==> config.mk <==
export PLATFORM = sky130hd
export DESIGN_NAME = flit_demux
export DESIGN_NICKNAME = d
export VERILOG_FILES = /design/src/rtl/flit_pkg.sv /design/src/rtl/flit_fifo.sv /design/src/rtl/flit_demux.sv
export SDC_FILE = /design/constraint.sdc
export NUM_CORES = 1
export LEC_CHECK = 0
export ABC_CLOCK_PERIOD_IN_PS = 4010
export CAP_MARGIN = 20
export CORE_MARGIN = 3
export CORE_UTILIZATION = 29
export DETAILED_ROUTE_END_ITERATION = 10
export HOLD_SLACK_MARGIN = 0.15
export PLACE_DENSITY = 0.49
export REMOVE_ABC_BUFFERS = 1
export SKIP_LAST_GASP = 1
export SYNTH_ARGS = -nofsm -noshare
export SYNTH_HDL_FRONTEND = slang
export SYNTH_HIERARCHICAL = 1
export SYNTH_SLANG_ARGS = --single-unit
==> constraint.sdc <==
create_clock -name clk -period 4.01 [get_ports clk]
set_input_delay 0.401 -clock clk [delete_from_list [all_inputs] [get_ports clk]]
set_output_delay 0.401 -clock clk [all_outputs]
set_load 0.01 [all_outputs]
==> src/rtl/flit_pkg.sv <==
// rtl/flit_pkg.sv - shared flit type codes, field positions and defaults for the flit demux
package flit_pkg;

   typedef enum logic [1:0] {
      FLIT_NONE = 2'b00,
      FLIT_HEAD = 2'b01,
      FLIT_DATA = 2'b10,
      FLIT_TAIL = 2'b11
   } flit_type_e;

   typedef enum logic [1:0] {
      ST_IDLE  = 2'b00,
      ST_BUSY0 = 2'b01,
      ST_BUSY1 = 2'b10
   } route_state_e;

   localparam int TYPE_W        = 2;
   localparam int DEST_W        = 32;
   localparam int DATAW_DEF     = 66;
   localparam int VCHW_DEF      = 1;
   localparam int DEPTH_DEF     = 4;
   localparam int ROUTE_BIT_DEF = 0;

endpackage

==> src/rtl/flit_fifo.sv <==
// rtl/flit_fifo.sv - synchronous FIFO with registered head output that holds its last value when empty
module flit_fifo #(
   parameter int WIDTH = 67,
   parameter int DEPTH = 4
) (
   input  logic             clk,
   input  logic             rst_,
   input  logic             push,
   input  logic             pop,
   input  logic [WIDTH-1:0] din,
   output logic [WIDTH-1:0] dout,
   output logic             full,
   output logic             empty
);

   localparam int AW = $clog2(DEPTH);
   localparam logic [AW:0]   FULL_CNT = (AW+1)'(DEPTH);
   localparam logic [AW:0]   CNT_ONE  = (AW+1)'(1);
   localparam logic [AW-1:0] PTR_ONE  = AW'(1);

   logic [WIDTH-1:0] r_mem [DEPTH];
   logic [AW-1:0]    r_wr_ptr;
   logic [AW-1:0]    r_rd_ptr;
   logic [AW:0]      r_count;
   logic [WIDTH-1:0] r_dout;

   logic             w_do_push;
   logic             w_do_pop;
   logic [AW-1:0]    w_rd_nxt;
   logic [AW:0]      w_cnt_nxt;
   logic [WIDTH-1:0] w_head_nxt;

   assign full  = (r_count == FULL_CNT);
   assign empty = (r_count == '0);
   assign dout  = r_dout;

   // No pass-through: a full FIFO refuses a push even when it pops this cycle.
   assign w_do_push = push & ~full;
   assign w_do_pop  = pop & ~empty;

   always_comb begin
      w_rd_nxt  = w_do_pop ? r_rd_ptr + PTR_ONE : r_rd_ptr;
      w_cnt_nxt = r_count;
      if (w_do_push && !w_do_pop) begin
         w_cnt_nxt = r_count + CNT_ONE;
      end else if (!w_do_push && w_do_pop) begin
         w_cnt_nxt = r_count - CNT_ONE;
      end
      // The head after this edge is the incoming word only when it becomes the sole entry.
      w_head_nxt = (w_do_push && (w_rd_nxt == r_wr_ptr)) ? din : r_mem[w_rd_nxt];
   end

   always_ff @(posedge clk) begin
      if (w_do_push) begin
         r_mem[r_wr_ptr] <= din;
      end
   end

   always_ff @(posedge clk or negedge rst_) begin
      if (!rst_) begin
         r_wr_ptr <= '0;
         r_rd_ptr <= '0;
         r_count  <= '0;
         r_dout   <= '0;
      end else begin
         if (w_do_push) begin
            r_wr_ptr <= r_wr_ptr + PTR_ONE;
         end
         r_rd_ptr <= w_rd_nxt;
         r_count  <= w_cnt_nxt;
         if (w_cnt_nxt != '0) begin
            r_dout <= w_head_nxt;
         end
      end
   end

endmodule

==> src/rtl/flit_demux.sv <==
// rtl/flit_demux.sv - packet-level 1:2 flit demultiplexer with per-port FIFOs and drop accounting
module flit_demux
   import flit_pkg::*;
#(
   parameter int DATAW     = DATAW_DEF,
   parameter int VCHW      = VCHW_DEF,
   parameter int DEPTH     = DEPTH_DEF,
   parameter int ROUTE_BIT = ROUTE_BIT_DEF
) (
   input  logic             clk,
   input  logic             rst_,
   input  logic [DATAW-1:0] idata,
   input  logic             ivalid,
   input  logic [VCHW-1:0]  ivch,
   output logic             iready,
   output logic [DATAW-1:0] odata_0,
   output logic             ovalid_0,
   output logic [VCHW-1:0]  ovch_0,
   input  logic             ordy_0,
   output logic [DATAW-1:0] odata_1,
   output logic             ovalid_1,
   output logic [VCHW-1:0]  ovch_1,
   input  logic             ordy_1,
   output logic             err_drop,
   output logic [7:0]       drop_cnt
);

   localparam int EW = DATAW + VCHW;

   route_state_e r_state;
   route_state_e w_state_nxt;
   logic         r_err_drop;
   logic [7:0]   r_drop_cnt;

   flit_type_e   w_type;
   logic         w_tgt;
   logic         w_accept;
   logic         w_push;
   logic         w_drop;
   logic         w_full0, w_full1, w_empty0, w_empty1;
   logic [EW-1:0] w_dout0, w_dout1;

   assign w_type = flit_type_e'(idata[DATAW-1 -: TYPE_W]);

   // In IDLE the HEAD's destination bit picks the port; inside a packet the latched route does.
   assign w_tgt    = (r_state == ST_IDLE) ? idata[ROUTE_BIT] : (r_state == ST_BUSY1);
   assign iready   = w_tgt ? ~w_full1 : ~w_full0;
   assign w_accept = ivalid & iready & (w_type != FLIT_NONE);

   always_comb begin
      w_state_nxt = r_state;
      w_push      = 1'b0;
      w_drop      = 1'b0;
      case (r_state)
         ST_IDLE: begin
            if (w_accept) begin
               if (w_type == FLIT_HEAD) begin
                  w_push      = 1'b1;
                  w_state_nxt = w_tgt ? ST_BUSY1 : ST_BUSY0;
               end else begin
                  w_drop = 1'b1;
               end
            end
         end
         ST_BUSY0, ST_BUSY1: begin
            if (w_accept) begin
               if (w_type == FLIT_HEAD) begin
                  w_drop = 1'b1;
               end else begin
                  w_push = 1'b1;
                  if (w_type == FLIT_TAIL) begin
                     w_state_nxt = ST_IDLE;
                  end
               end
            end
         end
         default: w_state_nxt = ST_IDLE;
      endcase
   end

   always_ff @(posedge clk or negedge rst_) begin
      if (!rst_) begin
         r_state    <= ST_IDLE;
         r_err_drop <= 1'b0;
         r_drop_cnt <= '0;
      end else begin
         r_state    <= w_state_nxt;
         r_err_drop <= w_drop;
         if (w_drop && (r_drop_cnt != 8'hFF)) begin
            r_drop_cnt <= r_drop_cnt + 8'd1;
         end
      end
   end

   assign err_drop = r_err_drop;
   assign drop_cnt = r_drop_cnt;

   flit_fifo #(.WIDTH(EW), .DEPTH(DEPTH)) u_fifo0 (
      .clk   (clk),
      .rst_  (rst_),
      .push  (w_push & ~w_tgt),
      .pop   (ordy_0 & ~w_empty0),
      .din   ({ivch, idata}),
      .dout  (w_dout0),
      .full  (w_full0),
      .empty (w_empty0)
   );

   flit_fifo #(.WIDTH(EW), .DEPTH(DEPTH)) u_fifo1 (
      .clk   (clk),
      .rst_  (rst_),
      .push  (w_push & w_tgt),
      .pop   (ordy_1 & ~w_empty1),
      .din   ({ivch, idata}),
      .dout  (w_dout1),
      .full  (w_full1),
      .empty (w_empty1)
   );

   assign ovalid_0 = ~w_empty0;
   assign odata_0  = w_dout0[DATAW-1:0];
   assign ovch_0   = w_dout0[EW-1 -: VCHW];
   assign ovalid_1 = ~w_empty1;
   assign odata_1  = w_dout1[DATAW-1:0];
   assign ovch_1   = w_dout1[EW-1 -: VCHW];

endmodule

==> results of run 1 <==
worst max path at each step:
stage / from / to / slack (ps) / cells past startpoint
final: r_state[0] / u_fifo1/dout[56] / 320 / 13
after global routing: r_state[0] / u_fifo1/dout[15] / 60 / 13
after CTS: r_state[0] / u_fifo1/dout[0] / 280 / 12
after detailed placement: r_state[0] / u_fifo1/dout[44] / 300 / 12
after global placement: r_state[0] / u_fifo1/dout[15] / 340 / 12
after floorplan: u_fifo1/r_count[0] / u_fifo1/dout[11] / -5100 / 10
sequential cells by signal, summed over array words and instances (netlist names), 3 cells and up:
register,flops
u_fifo1/r_mem,268
drop_cnt,8
u_fifo0/dout,67
u_fifo0/r_mem,268
u_fifo1/r_count,3
u_fifo0/r_count,3
u_fifo1/dout,67
layer usage:
layer | global-route usage | vias up | routed length [um] | part of all wire
met5 | 0 | - | 13 | 0.00012
met4 | 0.04423 | 2 | 1759 | 0.016
met3 | 0.02741 | 122 | 6563 | 0.059
met2 | 0.2979 | 784 | 52560 | 0.47
met1 | 0.2525 | 12700 | 50340 | 0.45
li1 | - | 11460 | - | -
cells in the final DEF (no fill, tap or decap), types with 4 or more instances in the layout:
| cell type | count |
|---|---|
| buf_12 | 38 |
| xnor2_1 | 12 |
| a41oi_1 | 74 |
| nor2_1 | 14 |
| and3_1 | 136 |
| and2_4 | 8 |
| clkinv_2 | 15 |
| nor2b_1 | 8 |
| edfxtp_1 | 536 |
| and3b_1 | 4 |
| buf_4 | 61 |
| a21oi_1 | 6 |
| and2_1 | 5 |
| bufinv_16 | 6 |
| o21ai_0 | 386 |
| nand4_1 | 138 |
| ha_1 | 18 |
| nand2_1 | 284 |
| clkdlybuf4s50_1 | 216 |
| clkinv_1 | 11 |
| a41oi_2 | 60 |
| or3_1 | 4 |
| nand3_1 | 275 |
| clkbuf_1 | 16 |
| clkbuf_8 | 15 |
| clkbuf_16 | 85 |
| nor3_1 | 138 |
| inv_1 | 14 |
| nor2b_4 | 6 |
| dfrtp_1 | 155 |
| o21ai_1 | 30 |
| mux2i_1 | 138 |
| dfrtp_4 | 4 |
| a21boi_0 | 135 |
stage by stage:
stage / power, uW / hold WS [ps]
2_1_floorplan: 18180 / 105.4
3_3_place_gp: 24960 / 507.5
3_5_place_dp: 25180 / 509.6
4_1_cts: 32900 / 384.6
5_1_grt: 34450 / 433.4
6_report: 32570 / 381.2
final cells by class:
type	count	area (sq um)
diodes	1	2.502
clock buffers	115	2380
clock inverters	40	382.9
fillers	11230	74210
inverters	18	71.32
multi-input cells	1937	12370
flip-flops and latches	695	20090
well taps	1512	1892
repair buffers	317	3405
what timing repair did:
item | in CTS | in global routing
setup endpoints to repair | 0 | 0
buffers inserted | 0 | 0
hold buffers | 1 | 0
endpoints found under the hold margin | 70 | 0
power by group through the flow:
stage                     logic [uW]  clock network [uW]  registers (uW)
after floorplan                 7780                   0           10400
after global placement         14400                   0           10600
after detailed placement       14600                   0           10600
after CTS                      14600                7840           10400
after global routing           15800                8120           10500
final                          14500                7610           10400
logic make-up after synthesis:
group | count (synthesis) | synth area share
buf+inv | 321 | 0.04283
xor+xnor | 15 | 0.004792
flops | 695 | 0.5960
compound gates | 711 | 0.1469
mux | 144 | 0.04387
simple gates | 1049 | 0.1589
fa+ha+maj | 18 | 0.006686
worst max-delay path, delay by kind of cell (launching register included):
| family | cells | cell delay (ps) |
|---|---|---|
| compound gates | 3 | 1080 |
| mux | 3 | 700 |
| buf+inv | 3 | 660 |
| flops | 1 | 400 |
| simple gates | 3 | 390 |
| fa+ha+maj | 1 | 330 |
==> metrics, run 1 <==
slowest cell delay on critical path 560 ps; Setup WS pre-CTS 300.9 ps; Detailed Routing Iterations Pass 1 5; Switching Share 0.4143; Wirelength per Cell 24.00 um; placed cell count 4478; Max Fclk 0.2710 GHz; kind of critical path register to register; unrepaired setup endpoints after global routing false; area leader, netlist edfxtp_1; Hold Fails Final Rpt 0; Clk pwr share 0.234; P_sw 13490 uW; Hold Path Class input port to async pin; Mapped Cells 2953; synth unique cells 58; Syn Std Cell Area 33680 sq um; Tcrit/Tclk final 0.9202; setup slack after layout 320.0 ps; die height 346.8 um; Post-DP HPWL 67.38 mm; Final nets 3143; worst slew pin tran 1072 ps; syn_area_per_cell 11.41 sq um; Die X 346.8 um; clk_skew 18.47 ps; routed wire length 111.2 mm; cell mode on critical path mux2i_1; Slew headroom 0.2851; P_int 19080 uW; die area 120300 sq um; Core Footprint 114800 sq um; number of global-route vias before repair 24690; routed vias 25060; power per cell area 802.2 nW/um^2; reported max-cap violation count 0; residual DRC count 0; Peak VDD IR 571.5 uV; fin crit period 3690 ps; worst-case clock buffer depth 3; ys async rst share 0.2288; Slew Limit Fails 0; worst skew pair latency 660 ps; reg2reg start r_state[0]; reg-to-reg setup timing slack 320 ps; final core occ 0.3536; synth warn 6; Cell Count, Final, Fillers Out 4635; initial drt markers 2121; P_leak 0.01368 uW; ys flop type edfxtp_1; CTS resizes 0; clock buffer count from CTS 84; Final Setup Violations 0; layout cells sized above 1 0.1095; EDFF count, synth 536; Synth area leaders edfxtp_1, dfrtp_1, o21ai_0; #FFs+latches synth 695; Starting Density 0.2934; CP max stage cell a21oi_1; H-tree lvl count 3; Rows 124; share of the synthesized area in the top cell type 0.4778; Worst-path clk slew 60 ps; antenna violations before repair 6; worst-path cell chain inv_1 -> ha_1 -> mux2i_1 -> mux2i_2 -> nand2_2 -> a21oi_1 -> buf_4 -> nor3b_1 -> mux2i_1 -> a22oi_2 -> buf_12 -> nand2_1 -> a41oi_2; vias per cell 5.407; post-route cell area 40600 sq um; largest net degree at the start of global routing 90; GP Congestion 0.7266; Post-DRT Antenna Nets 0; # clock sinks 695; Seq/Total Area, Yosys 0.5960; Setup crit start kind register; setup TNS 0 ps; leading cell types by count after synthesis edfxtp_1, o21ai_0, nand2_1; synth-to-layout area growth 20.52%; CP arrival 4250 ps; Total Routing Usage GR 0.1817; I/O pin cnt 218; outcome completed; root buf cell clkbuf_16; CP Max Fanout 42; CTS tree yes; Critical Path RT 4570 ps; Port Buffers 217; GRT Residual Overflow 0; Reg power frac 0.319; Reg2Reg Depth 13; CP Capture Type register; placed inst area 37820 sq um; Reg2Reg Capture Point u_fifo1/dout[56]; Comb pwr share 0.447; most frequent cell after synthesis edfxtp_1; first-pass GRT wire length 167.7 mm
Power figures use the tool's default switching activity.
==> run 2, diff against run 1 <==
Settings changed: SYNTH_HIERARCHICAL 1 to unset.
==> run 2 against run 1 <==
Final area decreased by 12%. Setup slack gained 87 ps. Register-to-register slack better by 90 ps. Clock-buffer cell count shrank 8. Global-route usage shrank 1.6 points. Wire length fell by 22%. Via count shrank 29%. Clock skew rose by 14 ps.
==> metrics, run 2 <==
outcome completed; first-pass GRT wire length 127.3 mm (-24%); die area 103400 sq um (-14%); CP Launch Point u_fifo0.r_count[0]; # hold bufs at CTS 1 (unchanged); Post-DP HPWL 49.18 mm (-27%); GRT Residual Overflow 0 (unchanged); syn_area_per_cell 14.85 sq um (+30%); residual DRC count 0 (unchanged); worst hold margin 377.9 ps (-3.273 ps); Max Fclk 0.2776 GHz (+2.4%); CP Depth 10 (-3); Wirelength per Cell 24.69 um (+2.9%); # clock sinks 695 (unchanged); Setup crit start kind register; leading cell types by count after synthesis edfxtp_1, inv_1, mux2_2; Slew headroom 0.2785 (-0.006653); Total Routing Usage GR 0.1655 (-0.01616); Slew Limit Fails 0 (unchanged); worst-path cell chain inv_1 -> ha_1 -> nor2b_1 -> or3_4 -> buf_4 -> buf_4 -> a22oi_1 -> a222oi_1 -> mux2_1 -> mux2_2; CTS tree yes; cell mode on critical path buf_4; slowest cell delay on critical path 610 ps (+50 ps); CP max stage cell nor2b_1; Mapped Cells 1945 (-34%); most common cell after layout, fill and taps aside edfxtp_1; H-tree lvl count 3 (unchanged); unrepaired setup endpoints after global routing false; Peak VDD IR 418.0 uV (-27%); antenna violations before repair 5 (-1); Setup crit end u_fifo0.dout[41]; I/O pin cnt 218 (unchanged); Starting Density 0.2931 (about the same); setup TNS 0 ps (unchanged); worst-case clock buffer depth 3 (unchanged); share of the synthesized area in the top cell type 0.5571 (+0.07928); worst skew pair latency 640 ps (-20 ps); routed wire length 87.11 mm (-22%); GP Congestion 0.7364 (+1.3%); Critical Path RT 4570 ps (about the same); fin crit period 3603 ps (-87.32 ps); reg-to-reg setup timing slack 410 ps (+90 ps); initial drt markers 1706 (-20%); Rows 115 (-7.3%); Die X 321.6 um (-7.3%); cell family with most CP delay simple AND/OR/NAND/NOR gates; CP Capture Type register; Detailed Routing Iterations Pass 1 9 (+4); layout cells sized above 1 0.1993 (+0.08974); Reg2Reg Capture Point u_fifo0.dout[41]; EDFF count, synth 536 (unchanged); area leader, netlist edfxtp_1; Hold Path Class input port to async pin; Largest regs u_fifo0.r_mem x268, u_fifo1.r_mem x268; Final Setup Violations 0 (unchanged); # Post-CTS Setup Buffers 0 (unchanged); clock buffer count from CTS 80 (-4.8%); clk_skew 32.35 ps (+13.88 ps); reg2reg start u_fifo0.r_count[0]; kind of critical path register to register; power per cell area 780.6 nW/um^2 (-2.7%); CTS resizes 0 (unchanged); synth unique cells 40 (-31%); routed vias 17880 (-29%); Reg2Reg Depth 10 (-3); Synth area leaders edfxtp_1, dfrtp_1, mux2_2; reported max-cap violation count 0 (unchanged); synth warn 0 (-6); Port Buffers 217 (unchanged); ys async rst share 0.2288 (unchanged); Final nets 2261 (-28%); vias per cell 5.069 (-6.3%); CP bufs+invs 3 (unchanged); worst slew pin tran 1078 ps (+5.896 ps); CP Max Fanout 21 (-50%); number of fill cells 9252 (-18%); Tcrit/Tclk final 0.8984 (-0.02177); Hold Fails Final Rpt 0 (unchanged); Post-DRT Antenna Nets 0 (unchanged); Core Footprint 98560 sq um (-14%); most frequent cell after synthesis edfxtp_1; die height 321.6 um (-7.3%); #FFs+latches synth 695 (unchanged); CP arrival 4160 ps (-90 ps); root buf cell clkbuf_16; Syn Std Cell Area 28890 sq um (-14%); ys flop type edfxtp_1; Seq/Total Area, Yosys 0.6948 (+0.09888); Worst-path clk slew 60 ps (about the same); number of global-route vias before repair 18630 (-25%); synth-to-layout area growth 23.19%; P_leak 0.01334 uW (-2.5%); most frequent cells in the layout edfxtp_1, inv_1, mux2_2; largest net degree at the start of global routing 69 (-23%)
-- run 2: changes by cell type in the layout (fill, tap and decap cells not counted), moves of 135 or more --
cell	delta
a21boi_0	-135
mux2_2	+233
mux2i_1	-135
nand2_1	-260
o21ai_0	-376
nand4_1	-136
inv_1	+273
-- run 2: worst min path at each step --
stage | start | endpoint | slack, ps | cells past startpoint
CTS | rst_ | u_fifo0.dout[56] | 380 | 2
detailed placement | u_fifo0.dout[25] | u_fifo0.dout[25] | 490 | 1
global route | rst_ | u_fifo0.dout[56] | 430 | 2
global placement | drop_cnt[4] | drop_cnt[4] | 480 | 1
floorplan | rst_ | drop_cnt[0] | 110 | 0
finish | rst_ | u_fifo0.dout[56] | 380 | 2
-- run 2: cell type report --
type | count | area, sq um | share of cell area
antenna | 3 | 7.507 | 0.0002109
clock inverter | 42 | 376.6 | 0.01058
timing repair buffer | 281 | 2922 | 0.08209
inverter | 287 | 1077 | 0.03027
clock buffer | 107 | 2223 | 0.06247
sequential | 695 | 20080 | 0.5643
tap | 1287 | 1610 | 0.04525
multi-input combinational | 826 | 7291 | 0.2049
-- run 2: worst reg2reg max path, delay by kind of cell, from the launching register on --
| kind | cells | cell delay, ps |
|---|---|---|
| flip-flops | 1 | 430 |
| buffers and inverters | 3 | 870 |
| AND/OR/NAND/NOR | 2 | 1060 |
| AO/OA/AOI/OAI | 2 | 650 |
| multiplexers | 2 | 340 |
| adder cells (fa/ha/maj) | 1 | 180 |
-- run 2: cell families after synthesis --
| logic type | after synthesis | synth area share |
|---|---|---|
| flip-flops | 695 | 0.6948 |
| buffers and inverters | 424 | 0.05873 |
| AO/OA/AOI/OAI | 304 | 0.08943 |
| multiplexers | 273 | 0.1063 |
| AND/OR/NAND/NOR | 214 | 0.03759 |
| adder cells (fa/ha/maj) | 22 | 0.009182 |
| XOR/XNOR | 13 | 0.003941 |
-- run 2: stage by stage --
step	setup WS (ps)	power, uW	instances	instance area, sq um	util
finish	407.3	27780	3528	35590	0.3611
global route	164.3	29250	3528	35590	0.3611
CTS	403.0	28180	3525	35580	0.3610
detailed placement	388.5	20930	3375	32970	0.3345
global placement	460.3	20740	3375	32970	0.3345
floorplan	-3568	15880	1808	28270	-
-- run 2: metal layers --
metal  vias up  share of wire  track usage
met1      9278           0.44       0.2237
met4         4          0.019      0.04528
li1       7861              -            -
met2       627           0.48       0.2754
met5         -        0.00037            0
met3       112          0.062      0.02784
-- run 2: where the power goes --
group          total (uW)  switching [uW]  internal, uW
Combinational       10900            5770          5120
Clock                7150            2970          4180
Sequential           9740             758          8980
Total               27800            9500         18300
==> run 3, diff against run 2 <==
==> constraint.sdc (replaced) <==
create_clock -name clk -period 4.01 [get_ports clk]
set_input_delay 1.0025 -clock clk [delete_from_list [all_inputs] [get_ports clk]]
set_output_delay 1.0025 -clock clk [all_outputs]
set_load 0.01 [all_outputs]
==> run 3 against run 2 <==
Total power increased by 0.21%. Final cell count rose by 0.43%. Worst hold slack gained 60 ps. Final area rose by 0.86%. Sequential power hardly changed. Via count rose by 1.2%. Clock skew down 1.9 ps. Utilization is 0.31 points higher. Combinational power barely moved. Die area unchanged. Highest routed layer unchanged.
==> metrics, run 3 (same netlist as run 2, synthesis figures left out) <==
worst slew pin tran 1156 ps (+77.98 ps); GRT Residual Overflow 0 (unchanged); synth-to-layout area growth 24.25%; worst hold margin 437.5 ps (+59.52 ps); Setup crit end iready; P_leak 0.01348 uW (+1.1%); worst-case clock buffer depth 3 (unchanged); Wirelength per Cell 24.54 um (-0.63%); I/O pin cnt 218 (unchanged); cell family with most CP delay buffers and inverters; initial drt markers 1672 (-2.0%); Hold Fails Final Rpt 0 (unchanged); slowest cell delay on critical path 510 ps (-100 ps); Rows 115 (unchanged); CP max stage cell clkdlybuf4s50_1; cell mode on critical path clkdlybuf4s50_1; H-tree lvl count 3 (unchanged); placed cell count 3394 (+0.56%); Die X 321.6 um (unchanged); Starting Density 0.2931 (unchanged); number of fill cells 9247 (-0.054%); reg2reg start u_fifo1.r_count[0]; fin crit period 3697 ps (+94.18 ps); die area 103400 sq um (unchanged); Critical Path RT 3010 ps (-1560 ps); CTS tree yes; Reg2Reg Depth 10 (unchanged); routed wire length 86.93 mm (-0.21%); number of global-route vias before repair 18910 (+1.5%); Slew Limit Fails 0 (unchanged); Final nets 2278 (+0.75%); Worst-path clk slew 60 ps (about the same); most common cell after layout, fill and taps aside edfxtp_1; # clock sinks 695 (unchanged); largest net degree at the start of global routing 76 (+10%); Hold Path Class input port to async pin; Peak VDD IR 525.0 uV (+26%); Post-DRT Antenna Nets 0 (unchanged); Reg2Reg Capture Point u_fifo1.dout[54]; Final Setup Violations 0 (unchanged); reg-to-reg setup timing slack 480 ps (+70 ps); most frequent cells in the layout edfxtp_1, inv_1, mux2_2; Detailed Routing Iterations Pass 1 6 (-3); Largest regs u_fifo0.r_mem x268, u_fifo1.r_mem x268; Cell Count, Final, Fillers Out 3543 (+0.43%); CP Depth 5 (-5); CP Capture Type primary output; GP Congestion 0.7465 (+1.4%); CP Max Fanout 4 (-81%); vias per cell 5.106 (+0.74%); root buf cell clkbuf_16; # hold bufs at CTS 0 (-1); worst skew pair latency 630 ps (about the same); layout cells sized above 1 0.2055 (+0.006219); CP arrival 2690 ps (-1470 ps); Slew headroom 0.2292 (-0.04927); power per cell area 775.5 nW/um^2 (-0.65%); Setup crit start kind input port; antenna violations before repair 3 (-2); CP Launch Point idata[0]; first-pass GRT wire length 127.5 mm (+0.14%); area taken by multi-input logic gates 7293 sq um (about the same); clock buffer count from CTS 79 (-1.3%); clk_skew 30.45 ps (-1.896 ps); unrepaired setup endpoints after global routing false; outcome completed; residual DRC count 0 (unchanged); worst-path cell chain clkdlybuf4s50_1 -> mux2i_1 -> buf_4 -> mux2_2 -> clkdlybuf4s50_1; kind of critical path input port to primary output; Port Buffers 217 (unchanged); reported max-cap violation count 0 (unchanged); Post-DP HPWL 50.11 mm (+1.9%); die height 321.6 um (unchanged); CP bufs+invs 3 (unchanged); Total Routing Usage GR 0.1650 (-0.0005538); Core Footprint 98560 sq um (unchanged); routed vias 18090 (+1.2%); Max Fclk 0.2705 GHz (-2.5%); Register Area 20080 sq um (unchanged); Tcrit/Tclk final 0.9219 (+0.02349)
run 3: worst min-delay path by stage:
stage | start | to | slack [ps] | depth (start not counted)
final | rst_ | u_fifo1.dout[53] | 440 | 1
after global routing | rst_ | u_fifo1.dout[53] | 480 | 1
after CTS | rst_ | u_fifo1.dout[53] | 450 | 1
after detailed placement | drop_cnt[4] | drop_cnt[4] | 490 | 1
after global placement | drop_cnt[4] | drop_cnt[4] | 480 | 1
after floorplan | r_state[0] | r_state[0] | 490 | 1
run 3: final cells by class:
| type | count | share of cell area |
|---|---|---|
| antenna | 3 | 0.0002091 |
| clock buffer | 120 | 0.06529 |
| clock inverter | 26 | 0.007390 |
| inverter | 287 | 0.03001 |
| multi-input combinational | 826 | 0.2032 |
| sequential | 695 | 0.5594 |
| tap | 1287 | 0.04486 |
| timing repair buffer | 299 | 0.08962 |
run 3: repair_timing:
item	CTS	global route
gates resized for setup	0	1
setup endpoints to repair	0	1
setup buffers	0	0
hold endpoints to repair	0	0
run 3: metal layers:
layer | up-vias | part of all wire | GRT usage
met4 | 2 | 0.020 | 0.04324
met5 | - | 0.000092 | 0
met1 | 9500 | 0.44 | 0.2194
met3 | 103 | 0.059 | 0.02903
met2 | 571 | 0.48 | 0.2785
li1 | 7915 | - | -
run 3: power breakdown:
| part | switching (uW) | internal, uW | total [uW] |
|---|---|---|---|
| clock network | 2890 | 4300 | 7190 |
| logic | 5660 | 5230 | 10900 |
| registers | 787 | 8980 | 9770 |
| total | 9340 | 18500 | 27800 |
run 3: through the flow:
step | total power, uW | util | area, sq um | worst slack, ps | TNS, ps
6_report | 27840 | 0.3642 | 35900 | 313.2 | 0
5_1_grt | 29310 | 0.3641 | 35890 | 156.7 | 0
4_1_cts | 28220 | 0.3641 | 35890 | 39.34 | 0
3_5_place_dp | 20930 | 0.3376 | 33280 | 102.5 | 0
3_3_place_gp | 20760 | 0.3376 | 33280 | 174.5 | 0
2_1_floorplan | 15880 | - | 28270 | -3770 | -400690
